## config.mk

```make
export PLATFORM = sky130hd
export DESIGN_NAME = condlogic_flagreg
export DESIGN_NICKNAME = d
export VERILOG_FILES = /design/src/rtl/condlogic_flagreg.sv
export SDC_FILE = /design/constraint.sdc
export NUM_CORES = 1
export LEC_CHECK = 0
export BUFFER_PORTS_ARGS = -buffer_cell sky130_fd_sc_hd__buf_2
export CAP_MARGIN = 20
export CORE_AREA = 5 5 42 44
export DETAILED_ROUTE_END_ITERATION = 8
export DIE_AREA = 0 0 47 49
export PLACE_DENSITY = 0.52
export REMOVE_ABC_BUFFERS = 1
export SLEW_MARGIN = 20
export SYNTH_ARGS = -nofsm -noshare
export SYNTH_HDL_FRONTEND = slang
export SYNTH_SLANG_ARGS = --single-unit
```

## constraint.sdc

```tcl
create_clock -name i_clk -period 1.3 [get_ports i_clk]
set_input_delay 0.065 -clock i_clk [delete_from_list [all_inputs] [get_ports i_clk]]
set_output_delay 0.065 -clock i_clk [all_outputs]
set_load 0.03 [all_outputs]
```

## src/rtl/condlogic_flagreg.sv

```systemverilog
// ----------------------------------------------------------------------------
// condlogic_flagreg
//   Producer side of the condition-flag interface for the multicycle ARM core.
//   Holds the architectural NZCV register and drives it to the condition
//   checker. Captures the checker's result (CondEx) at the end of decode and
//   uses that registered result to qualify the flag update and the PC,
//   register-file and memory write strobes requested by the main FSM.
//
// Parameters
//   FLAG_RESET          NZCV value loaded on reset, ordered {N,Z,C,V}
//
// Ports
//   i_clk               rising-edge clock
//   i_reset             asynchronous, active-high reset
//   i_alu_flags[3:0]    {N,Z,C,V} from the ALU for the current execute cycle
//   i_flag_w[1:0]       [1]: request N,Z update; [0]: request C,V update
//   i_cond_ex_in        condition result from the checker (evaluated on o_flags)
//   i_cond_ex_latch     capture i_cond_ex_in on this edge (end of decode)
//   i_pcs               instruction writes the PC
//   i_next_pc           unconditional PC update (fetch)
//   i_reg_w             register-file write request
//   i_mem_w             memory write request
//   o_flags[3:0]        registered NZCV
//   o_cond_ex_delayed   registered condition result for the current instruction
//   o_pc_write          qualified PC write enable (combinational)
//   o_reg_write         qualified register-file write enable (combinational)
//   o_mem_write         qualified memory write enable (combinational)
// ----------------------------------------------------------------------------
module condlogic_flagreg #(
   parameter logic [3:0] FLAG_RESET = 4'b0000
) (
   input  logic       i_clk,
   input  logic       i_reset,
   input  logic [3:0] i_alu_flags,
   input  logic [1:0] i_flag_w,
   input  logic       i_cond_ex_in,
   input  logic       i_cond_ex_latch,
   input  logic       i_pcs,
   input  logic       i_next_pc,
   input  logic       i_reg_w,
   input  logic       i_mem_w,
   output logic [3:0] o_flags,
   output logic       o_cond_ex_delayed,
   output logic       o_pc_write,
   output logic       o_reg_write,
   output logic       o_mem_write
);

   logic [3:0] r_flags;
   logic       r_cond_ex_delayed;
   logic       w_wr_nz;
   logic       w_wr_cv;

   // Flag halves are qualified by the condition captured at decode, so a
   // same-cycle latch never affects the flag write of that cycle.
   assign w_wr_nz = i_flag_w[1] & r_cond_ex_delayed;
   assign w_wr_cv = i_flag_w[0] & r_cond_ex_delayed;

   always_ff @(posedge i_clk or posedge i_reset) begin
      if (i_reset) begin
         r_cond_ex_delayed <= 1'b0;
      end else if (i_cond_ex_latch) begin
         r_cond_ex_delayed <= i_cond_ex_in;
      end
   end

   always_ff @(posedge i_clk or posedge i_reset) begin
      if (i_reset) begin
         r_flags[3:2] <= FLAG_RESET[3:2];
      end else if (w_wr_nz) begin
         r_flags[3:2] <= i_alu_flags[3:2];
      end
   end

   always_ff @(posedge i_clk or posedge i_reset) begin
      if (i_reset) begin
         r_flags[1:0] <= FLAG_RESET[1:0];
      end else if (w_wr_cv) begin
         r_flags[1:0] <= i_alu_flags[1:0];
      end
   end

   always_comb begin
      o_pc_write  = (i_pcs & r_cond_ex_delayed) | i_next_pc;
      o_reg_write = i_reg_w & r_cond_ex_delayed;
      o_mem_write = i_mem_w & r_cond_ex_delayed;
   end

   assign o_flags           = r_flags;
   assign o_cond_ex_delayed = r_cond_ex_delayed;

endmodule
```

# ---- Yosys cells after proc, flatten, opt, wreduce, memory -nomap -nowiden
# Index checks and enable logic that the tools add are counted.
# Widths: inputs -> output; s select.
dict set report totals {
  elab_cells 9
  ff_bits 5
}
dict set report op_classes {
  bitwise 6
}
# cell n
set op_table {}
lappend op_table {{$and 1x1->1} 5}
lappend op_table {{$or 1x1->1} 1}

# ---- Logic depth before layout (Yosys ltp)
# Gate-level depths: netlist (run 1).
dict set report depth {
  ltp_word 2
  mapped_depth 2
}

# ---- Least setup slack after synthesis (run 1)
# Ideal clock, no wire load.
dict set report synth_path {
  path_kind {register to register}
  startpoint {register r_cond_ex_delayed, in the netlist o_cond_ex_delayed}
  endpoint {register r_flags[0], in the netlist o_flags[0]}
  arrival_time_ps 991
  setup_time_ps 128
  path_stages_with_launch 3
  required_ps 1172
  slack_ps 181
  cell_sequence {dfrtp_1 > nand2_1 > mux2_1}
}
dict set report synth_via {
  elab_chain_len 1
}
# element line_no
set synth_rtl {}
lappend synth_rtl {{from (decl)} 50} ;# logic r_cond_ex_delayed;
lappend synth_rtl {{from (signal assigned)} 63} ;# r_cond_ex_delayed <= i_cond_ex_in;
lappend synth_rtl {{$and 1x1->1} 57} ;# assign w_wr_cv = i_flag_w[0] & r_cond_ex_delayed;
lappend synth_rtl {{to (signal assigned)} 77} ;# r_flags[1:0] <= FLAG_RESET[1:0];
lappend synth_rtl {{to (signal assigned)} 79} ;# r_flags[1:0] <= i_alu_flags[1:0];
lappend synth_rtl {{to (decl)} 49} ;# logic [3:0] r_flags;
# Every way passes these cells.
# A chain may end at the register's enable or synchronous reset.

# ---- Worst setup path in the final report (run 1)
dict set report layout_path {
  startpoint {register r_cond_ex_delayed, in the netlist o_cond_ex_delayed}
  endpoint {output port o_pc_write}
}
dict set report layout_via {
  elab_chain_len 2
}
# element line_no
set layout_rtl {}
lappend layout_rtl {{$and 1x1->1} 84} ;# o_pc_write = (i_pcs & r_cond_ex_delayed) | i_next_pc;
lappend layout_rtl {{$or 1x1->1} 84}
lappend layout_rtl {{to (decl)} 44} ;# output logic o_pc_write,
# Every way passes these cells.

==> flow_summary.toml, run 1 <==
[outcome]
status = "complete, no violations"

[cells_and_area]
insertedDiodeCount = 0
syn2layout_area_growth_pct = 74.6
final_core_util = 0.270
fin_area_sq_um = 378
drive_above_1_share = 0.667
nFillCells = 152
fin_nets = 57

[drt]
drcViolationCount = 0
wl_per_cell_um = 10.7
vias = 224
drt_first_pass_iters = 1
wl_um = 618
ant_nets = 0
drt_iter0_drc = 0
viasPerCell = 3.86

[hold_path]
holdPathStages = 2
hold_end = "o_flags[0]$_DFFE_PP0P_"
min_from = "i_alu_flags[0]"
hold_class = "in -> reg"

[global_routing]
antenna_found_initial = 0
grt.overflow.total = 0
grt_pass1_wl_um = 931
grt_usage = 0.0617
grt_max_degree = 8
grt_pass1_vias = 230

[sta]
hold_viol_final = 0
slew_headroom = 0.875
fmax_ghz = 0.901
fin_tns_setup_ns = 0
report.final.slew_viol_count = 0
grt_setup_unrepaired = "false"
fin_skew_ns = 0.00235
worst_pin_slew_ns = 0.188
finalSetupViolCount = 0
final.period_utilization = 0.854
fin_crit_ns = 1.11

[place]
gp_congestion = 0.674
placed_area_sq_um = 342
place.port_buffers = 21

[clocking]
cts-buffers-inserted = 3
ctsRootBufferMaster = "clkbuf_4"
path_clk_slew_ns = 0.04
htreeDepth = 1
cts_max_path_buffers = 2
cts_sinks = 5
cts_tree = "built"
insertion_delay_ns = 0.24
cts-resized-gates = 0
cts_hold_buf = 1
cts_setup_buffers = 0

[setup_path]
start_kind = "flop"
rr_endpoint = "o_flags[3]$_DFFE_PP0P_"
cp_max_fo = 7
slowest_delay_ns = 0.43
crit_type = "reg -> out"
critPathTopFamily = "flip-flops"
reg2regPathDepth = 2
arrival_ns = 1.04
critPathBufInv = 1
crit_chain = "a21o_2, buf_2"
endpoint_kind = "primary output"
crit_slowest_cell = "dfrtp_1"
r2r-start = "o_cond_ex_delayed$_DFFE_PP0P_"
worstPathRequired_ns = 1.24
r2r_slack_ns = 0.30

[logic_synthesis]
synth_area_leader_cell = "dfrtp_1"
synth_top_area_frac = 0.578
synth-edff-count = 0
async_flop_share = 1.00
synth.distinct_cells = 7
synthCells = 16
ys_ff_latch = 5
yosysWarnings = 0
yosysMostFrequentCell = "dfrtp_1"
synthFlopType = "dfrtp_1"
synthTopCellsByCount = "dfrtp_1 (5), mux2_1 (4), and2_2 (2), nand2_1 (2)"
postSynthAreaPerCell_sq_um = 13.5
synth_area_leaders = "dfrtp_1 (58%), mux2_1 (21%), and2_2 (6.9%)"
syn_area_sq_um = 216
seq_area_frac_synth = 0.578

[floorplanning]
core_sq_um = 1400
die_height_um = 49
fp-row-count = 14
ioPinCount = 22
die_area_sq_um = 2300
initial_core_util = 0.154
dieWidth_um = 47

[pwr]
power.static_leakage_uw = 0.000204
irDropWorstVdd_mv = 0.702
powerDensity_nw_per_um2 = 1450

[job]
cap_violations = 0
-- routing by layer --
metal / vias up / part of all wire / GRT usage
met4: 0 / 0 / 0.0138
li1: 108 / - / -
met2: 24 / 0.29 / 0.0588
met3: 0 / 0.32 / 0.0923
met1: 92 / 0.39 / 0.0740
met5: - / 0 / 0
-- placed cells by master (no fill, tap or decap) --
| master | n |
|---|---|
| clkbuf_1 | 1 |
| buf_2 | 21 |
| dfrtp_1 | 5 |
| and2_2 | 2 |
| inv_1 | 1 |
| mux2_1 | 4 |
| dlygate4sd3_1 | 1 |
| clkbuf_4 | 3 |
| mux2_2 | 1 |
| a21o_2 | 1 |
| nand2_1 | 2 |
-- sequential cells by signal, indices dropped and copies added (netlist names) --
name / flops
o_flags: 4
o_cond_ex_delayed: 1
-- power by group --
group	total (uW)	switching, uW	internal (uW)
combinational	167	105	62.1
clock	179	63.0	116
sequential	201	16.9	184
total	547	185	362
-- stage by stage --
step	worst slack, ns	cells	power (uW)	hold slack, ns
global placement	0.316	53	369	-0.0295
detailed placement	0.302	53	371	-0.0284
global route	0.127	58	596	0.0286
CTS	0.174	58	562	0.0288
floorplan	0.181	16	307	-0.156
finish	0.190	58	547	0.0383
-- cell type report --
type                            count  area, sq um  share of cell area
Tap cell                           16         20.0              0.0530
Sequential cell                     5          125               0.331
Multi-Input combinational cell     10         87.6               0.232
Timing Repair Buffer               22          115               0.305
Inverter                            1         3.75             0.00993
Clock buffer                        4         26.3              0.0695
-- kinds of logic (layout without fill, tap and decap cells) --
kind of cell,after synthesis,in the layout,synth area share
muxes,5,5,0.260
and+or+nand+nor,4,4,0.104
DFF,5,5,0.578
buffers and inverters,1,27,0.0173
AOI/OAI and AO/OA,1,1,0.0405
-- worst reg2reg max path, cell delays in order, from the launching register on --
cell and delay, ns:
dfrtp_1 0.43, nand2_1 0.13, mux2_1 0.32
-- worst max-delay path by stage --
| stage | depth (start not counted) | start | slack, ns | endpoint |
|---|---|---|---|---|
| after floorplan | 2 | o_cond_ex_delayed$_DFFE_PP0P_ | 0.18 | o_flags[0]$_DFFE_PP0P_ |
| after global placement | 2 | o_cond_ex_delayed$_DFFE_PP0P_ | 0.32 | o_flags[3]$_DFFE_PP0P_ |
| after detailed placement | 2 | o_cond_ex_delayed$_DFFE_PP0P_ | 0.30 | o_flags[3]$_DFFE_PP0P_ |
| after CTS | 2 | o_cond_ex_delayed$_DFFE_PP0P_ | 0.17 | o_pc_write |
| after global routing | 2 | o_cond_ex_delayed$_DFFE_PP0P_ | 0.13 | o_pc_write |
| final | 2 | o_cond_ex_delayed$_DFFE_PP0P_ | 0.19 | o_pc_write |
(Power assumes the default switching activity.)
==> run 2: changes to the inputs <==
- CTS_BUF_LIST: unset -> sky130_fd_sc_hd__clkbuf_2 sky130_fd_sc_hd__clkbuf_4 sky130_fd_sc_hd__clkbuf_8
==> run 2 against run 1 <==
Compared with the run above:
- first-iteration DRC count unchanged
- critical path type unchanged
- final area up 0.99%
- largest cell class unchanged
- final cell count unchanged
- clock skew down 0.0010 ns
==> flow_summary.toml, run 2 (synthesis gave the netlist of run 1 again) <==
[outcome]
status = "complete, no violations"

[pwr]
powerDensity_nw_per_um2 = 1490
p_switching_uw = 186
power_uw = 569
power_frac_seq = 0.353
irDropWorstVdd_mv = 0.648
p_int_uw = 383
power_frac_comb = 0.294
switching_share = 0.327
clkPwrFrac = 0.353
power.static_leakage_uw = 0.000207

[setup_path]
reg2regPathDepth = 2
rr_endpoint = "o_flags[3]$_DFFE_PP0P_"
worstPathRequired_ns = 1.24
endpoint_kind = "primary output"
start_kind = "flop"
r2r-start = "o_cond_ex_delayed$_DFFE_PP0P_"
r2r_slack_ns = 0.30
cp_max_fo = 7
arrival_ns = 1.04
crit_type = "reg -> out"

[hold_path]
min_from = "i_alu_flags[0]"
hold_class = "in -> reg"
holdPathStages = 2
hold_end = "o_flags[0]$_DFFE_PP0P_"

[drt]
drt_iter0_drc = 0
drcViolationCount = 0
drt_first_pass_iters = 1
vias = 224
wl_per_cell_um = 10.7
wl_um = 619
ant_nets = 0
viasPerCell = 3.86

[place]
placed_cells = 53
place.port_buffers = 21
gp_congestion = 0.674
dpl_worst_slack_ns = 0.302

[sta]
fin_crit_ns = 1.11
slew_headroom = 0.875
grt_setup_unrepaired = "false"
fin_skew_ns = 0.00131
fin_tns_setup_ns = 0
fmax_ghz = 0.901
worst_pin_slew_ns = 0.188
worst_slack_ns = 0.190
final.period_utilization = 0.853
finalSetupViolCount = 0
report.final.slew_viol_count = 0
hold_viol_final = 0

[cells_and_area]
final_cell_mix = "buf_2 (21), dfrtp_1 (5), mux2_1 (4), clkbuf_4 (4)"
largest_register_ffs = 4
nFillCells = 154
mostFrequentLayoutCell = "buf_2"
multi_input_area_sq_um = 87.6
seqCellArea_sq_um = 125
final_core_util = 0.272
insertedDiodeCount = 0
drive_above_1_share = 0.690
syn2layout_area_growth_pct = 76.3
fin_nets = 57
layout.cells.non_filler = 58

[global_routing]
grt_pass1_vias = 228
antenna_found_initial = 0
grt_max_degree = 8
grt_pass1_wl_um = 945
grt.overflow.total = 0
grt_usage = 0.0624

[job]
cap_violations = 0

[clocking]
cts_tree = "built"
ctsRootBufferMaster = "clkbuf_4"
htreeDepth = 1
cts-buffers-inserted = 3
cts_sinks = 5
cts_max_path_buffers = 2
path_clk_slew_ns = 0.04
insertion_delay_ns = 0.24
cts_setup_buffers = 0

[floorplanning]
die_height_um = 49
core_sq_um = 1400
ioPinCount = 22
dieWidth_um = 47
die_area_sq_um = 2300
initial_core_util = 0.154
fp-row-count = 14
[run 2: cell counts in the layout (fill, tap and decap cells not counted)]
Identical to the previous run, type by type.
[run 2: through the flow]
stage | instance area, sq um | hold WS (ns)
2_1_floorplan | 216 | -0.156
3_3_place_gp | 342 | -0.0295
3_5_place_dp | 342 | -0.0284
4_1_cts | 382 | 0.0276
5_1_grt | 382 | 0.0246
6_report | 382 | 0.0372
[run 2: per-layer routing]
metal	share of wire	up-vias	track usage
li1	-	108	-
met1	0.39	92	0.0762
met2	0.29	24	0.0588
met3	0.32	0	0.0923
met4	0	0	0.0138
met5	0	-	0
[run 2: layout make-up]
type,count,area share
clock buffer,4,0.0787
inverter,1,0.00984
multi-input combinational,10,0.230
sequential,5,0.328
tap,16,0.0525
timing repair buffer,22,0.302
[run 2: critical path, stage by stage, from the launching register on]
cell     delay (ns)
dfrtp_1        0.43
a21o_2         0.20
buf_2          0.17
[run 2: how the worst max path moves through the flow]
stage                             startpoint                     end  slack [ns]
3_3_place_gp   o_cond_ex_delayed$_DFFE_PP0P_  o_flags[3]$_DFFE_PP0P_        0.32
5_1_grt        o_cond_ex_delayed$_DFFE_PP0P_              o_pc_write        0.13
4_1_cts        o_cond_ex_delayed$_DFFE_PP0P_              o_pc_write        0.17
2_1_floorplan  o_cond_ex_delayed$_DFFE_PP0P_  o_flags[0]$_DFFE_PP0P_        0.18
3_5_place_dp   o_cond_ex_delayed$_DFFE_PP0P_  o_flags[3]$_DFFE_PP0P_        0.30
6_report       o_cond_ex_delayed$_DFFE_PP0P_              o_pc_write        0.19
[run 2: power by group through the flow]
stage | Sequential (uW) | Combinational, uW | Clock (uW)
after floorplan | 258 | 49.3 | 0
after global placement | 204 | 165 | 0
after detailed placement | 204 | 167 | 0
after CTS | 202 | 170 | 212
after global routing | 206 | 180 | 235
final | 201 | 167 | 201
[run 2: timing repair]
item	CTS	global route
hold buffers	1	0
hold endpoints to repair	5	0
gates resized for setup	0	0
==> run 3: changes to the inputs <==
- ABC_AREA: unset -> 1
- CTS_CLUSTER_SIZE: unset -> 8
- PLACE_DENSITY: 0.52 -> 0.54
==> run 3 against run 2 <==
Compared with the run above:
- global-route usage shrank 0.15 points
- sequential power about the same
- utilization rose by 0.89 points
- clock power barely moved
- non-clock buffer count unchanged
- synthesized area increased by 11%
- fmax is 2.2% lower
- final cell count increased by 24%
- critical path type unchanged
==> flow_summary.toml, run 3 <==
[cells_and_area]
fin_nets = 71
layout.cells.non_filler = 72
final_core_util = 0.281
insertedDiodeCount = 0
final_cell_mix = "buf_2 (21), nand2_1 (15), inv_1 (5), dfrtp_1 (5)"
syn2layout_area_growth_pct = 64.1
drive_above_1_share = 0.464
largest_register_ffs = 4
mostFrequentLayoutCell = "buf_2"

[logic_synthesis]
synthCells = 31
ys_ff_latch = 5
synth_mux_area_frac = 0
yosysWarnings = 0
synthTopCellsByCount = "nand2_1 (15), dfrtp_1 (5), inv_1 (5)"
synth-simple-area-share = 0.318
synth.distinct_cells = 6
synth_compound_area_frac = 0.0365
synth-xor-area-share = 0
async_flop_share = 1.00
synth_area_leader_cell = "dfrtp_1"
synth_top_area_frac = 0.521
synthFlopType = "dfrtp_1"
synth_area_leaders = "dfrtp_1 (52%), nand2_1 (23%), nand3_1 (8.3%)"
seq_area_frac_synth = 0.521
syn_area_sq_um = 240
synth-edff-count = 0
synth_top_family_by_area = "simple AND/OR/NAND/NOR gates"
postSynthAreaPerCell_sq_um = 7.75
synthAdderAreaFrac = 0
yosysMostFrequentCell = "nand2_1"

[place]
place.port_buffers = 21
placed_cells = 67
gp_congestion = 0.648

[global_routing]
grt.overflow.total = 0
antenna_found_initial = 0
grt_usage = 0.0608
grt_pass1_vias = 213
grt_max_degree = 12
grt_pass1_wl_um = 883

[clocking]
cts-buffers-inserted = 3
path_clk_slew_ns = 0.04
ctsRootBufferMaster = "clkbuf_4"
htreeDepth = 1
cts_tree = "built"
cts-resized-gates = 0
cts_max_path_buffers = 2
cts_sinks = 5
insertion_delay_ns = 0.24
cts_setup_buffers = 0

[sta]
whs_ns = 0.00927
final.period_utilization = 0.873
grt_setup_unrepaired = "false"
slew_headroom = 0.810
fmax_ghz = 0.881
worst_pin_slew_ns = 0.285
finalSetupViolCount = 0
hold_viol_final = 0
fin_tns_setup_ns = 0
report.final.slew_viol_count = 0
fin_skew_ns = 0.00283
fin_crit_ns = 1.13

[job]
cap_violations = 0

[setup_path]
reg2regPathDepth = 3
crit_chain = "nand2_1, inv_1, buf_2"
r2r_slack_ns = 0.45
crit_path_start = "o_cond_ex_delayed$_DFFE_PP0P_"
crit_type = "reg -> out"
r2r-start = "o_cond_ex_delayed$_DFFE_PP0P_"
cp_max_fo = 11
worstPathRequired_ns = 1.24
slowest_delay_ns = 0.50
rr_endpoint = "o_flags[3]$_DFFE_PP0P_"
crit_slowest_cell = "dfrtp_1"
endpoint_kind = "primary output"
start_kind = "flop"
crit_end = "o_reg_write"
arrival_ns = 1.07

[floorplanning]
die_area_sq_um = 2300
dieWidth_um = 47
fp-row-count = 14
initial_core_util = 0.171
core_sq_um = 1400
ioPinCount = 22
die_height_um = 49

[outcome]
status = "complete, no violations"

[drt]
vias = 271
drcViolationCount = 0
ant_nets = 0
wl_um = 619
viasPerCell = 3.76
wl_per_cell_um = 8.60
drt_first_pass_iters = 4
drt_iter0_drc = 6

[hold_path]
hold_class = "in -> reg"

[pwr]
irDropWorstVdd_mv = 0.371
powerDensity_nw_per_um2 = 1400
power.static_leakage_uw = 0.000253
run 3: logic make-up after synthesis:
| logic type | count (synthesis) |
|---|---|
| buffers and inverters | 6 |
| DFF | 5 |
| AOI/OAI and AO/OA | 1 |
| and+or+nand+nor | 19 |
run 3: how the worst min path moves through the flow:
stage / slack (ns) / to / startpoint / cells past startpoint
5_1_grt: 0.007 / o_cond_ex_delayed$_DFFE_PP0P_ / i_cond_ex_latch / 2
4_1_cts: 0.0005 / o_cond_ex_delayed$_DFFE_PP0P_ / i_cond_ex_latch / 2
3_5_place_dp: -0.03 / o_flags[2]$_DFFE_PP0P_ / i_reset / 2
2_1_floorplan: -0.16 / o_cond_ex_delayed$_DFFE_PP0P_ / i_reset / 1
3_3_place_gp: -0.03 / o_flags[2]$_DFFE_PP0P_ / i_reset / 2
6_report: 0.009 / o_cond_ex_delayed$_DFFE_PP0P_ / i_cond_ex_latch / 2
run 3: worst max-delay path, delay by kind of cell, from the launching register on:
family	cells	cell delay [ns]
DFF	1	0.50
and+or+nand+nor	1	0.08
buffers and inverters	2	0.25
run 3: final cells by class:
type / instances / area [sq um]
multi-input combinational: 20 / 85.1
clock buffer: 4 / 30.0
tap: 16 / 20.0
inverter: 5 / 18.8
timing repair buffer: 22 / 115
sequential: 5 / 125
fill: 164 / 1010
run 3: per-layer routing:
layer / vias up / track usage / wire length, um
li1: 142 / - / -
met1: 117 / 0.0668 / 217
met2: 12 / 0.0724 / 330
met3: 0 / 0.0554 / 71
met4: 0 / 0.0415 / 0
met5: - / 0 / 0
run 3: per-stage QoR:
step / area [sq um] / setup WS, ns / total power [uW]
final: 394 / 0.166 / 552
after detailed placement: 354 / 0.396 / 358
after floorplan: 229 / 0.299 / 296
after CTS: 394 / 0.129 / 566
after global placement: 354 / 0.432 / 357
after global routing: 394 / 0.0612 / 598
run 3: timing repair:
action | 4_1_cts | 5_1_grt
endpoints found under the setup margin | 0 | 0
hold buffers | 1 | 0
endpoints found under the hold margin | 5 | 0
run 3: power by group:
part	switching [uW]	total, uW	internal, uW
Clock	60.9	198	137
Sequential	17.4	198	181
Combinational	104	156	51.8
Total	182	552	370
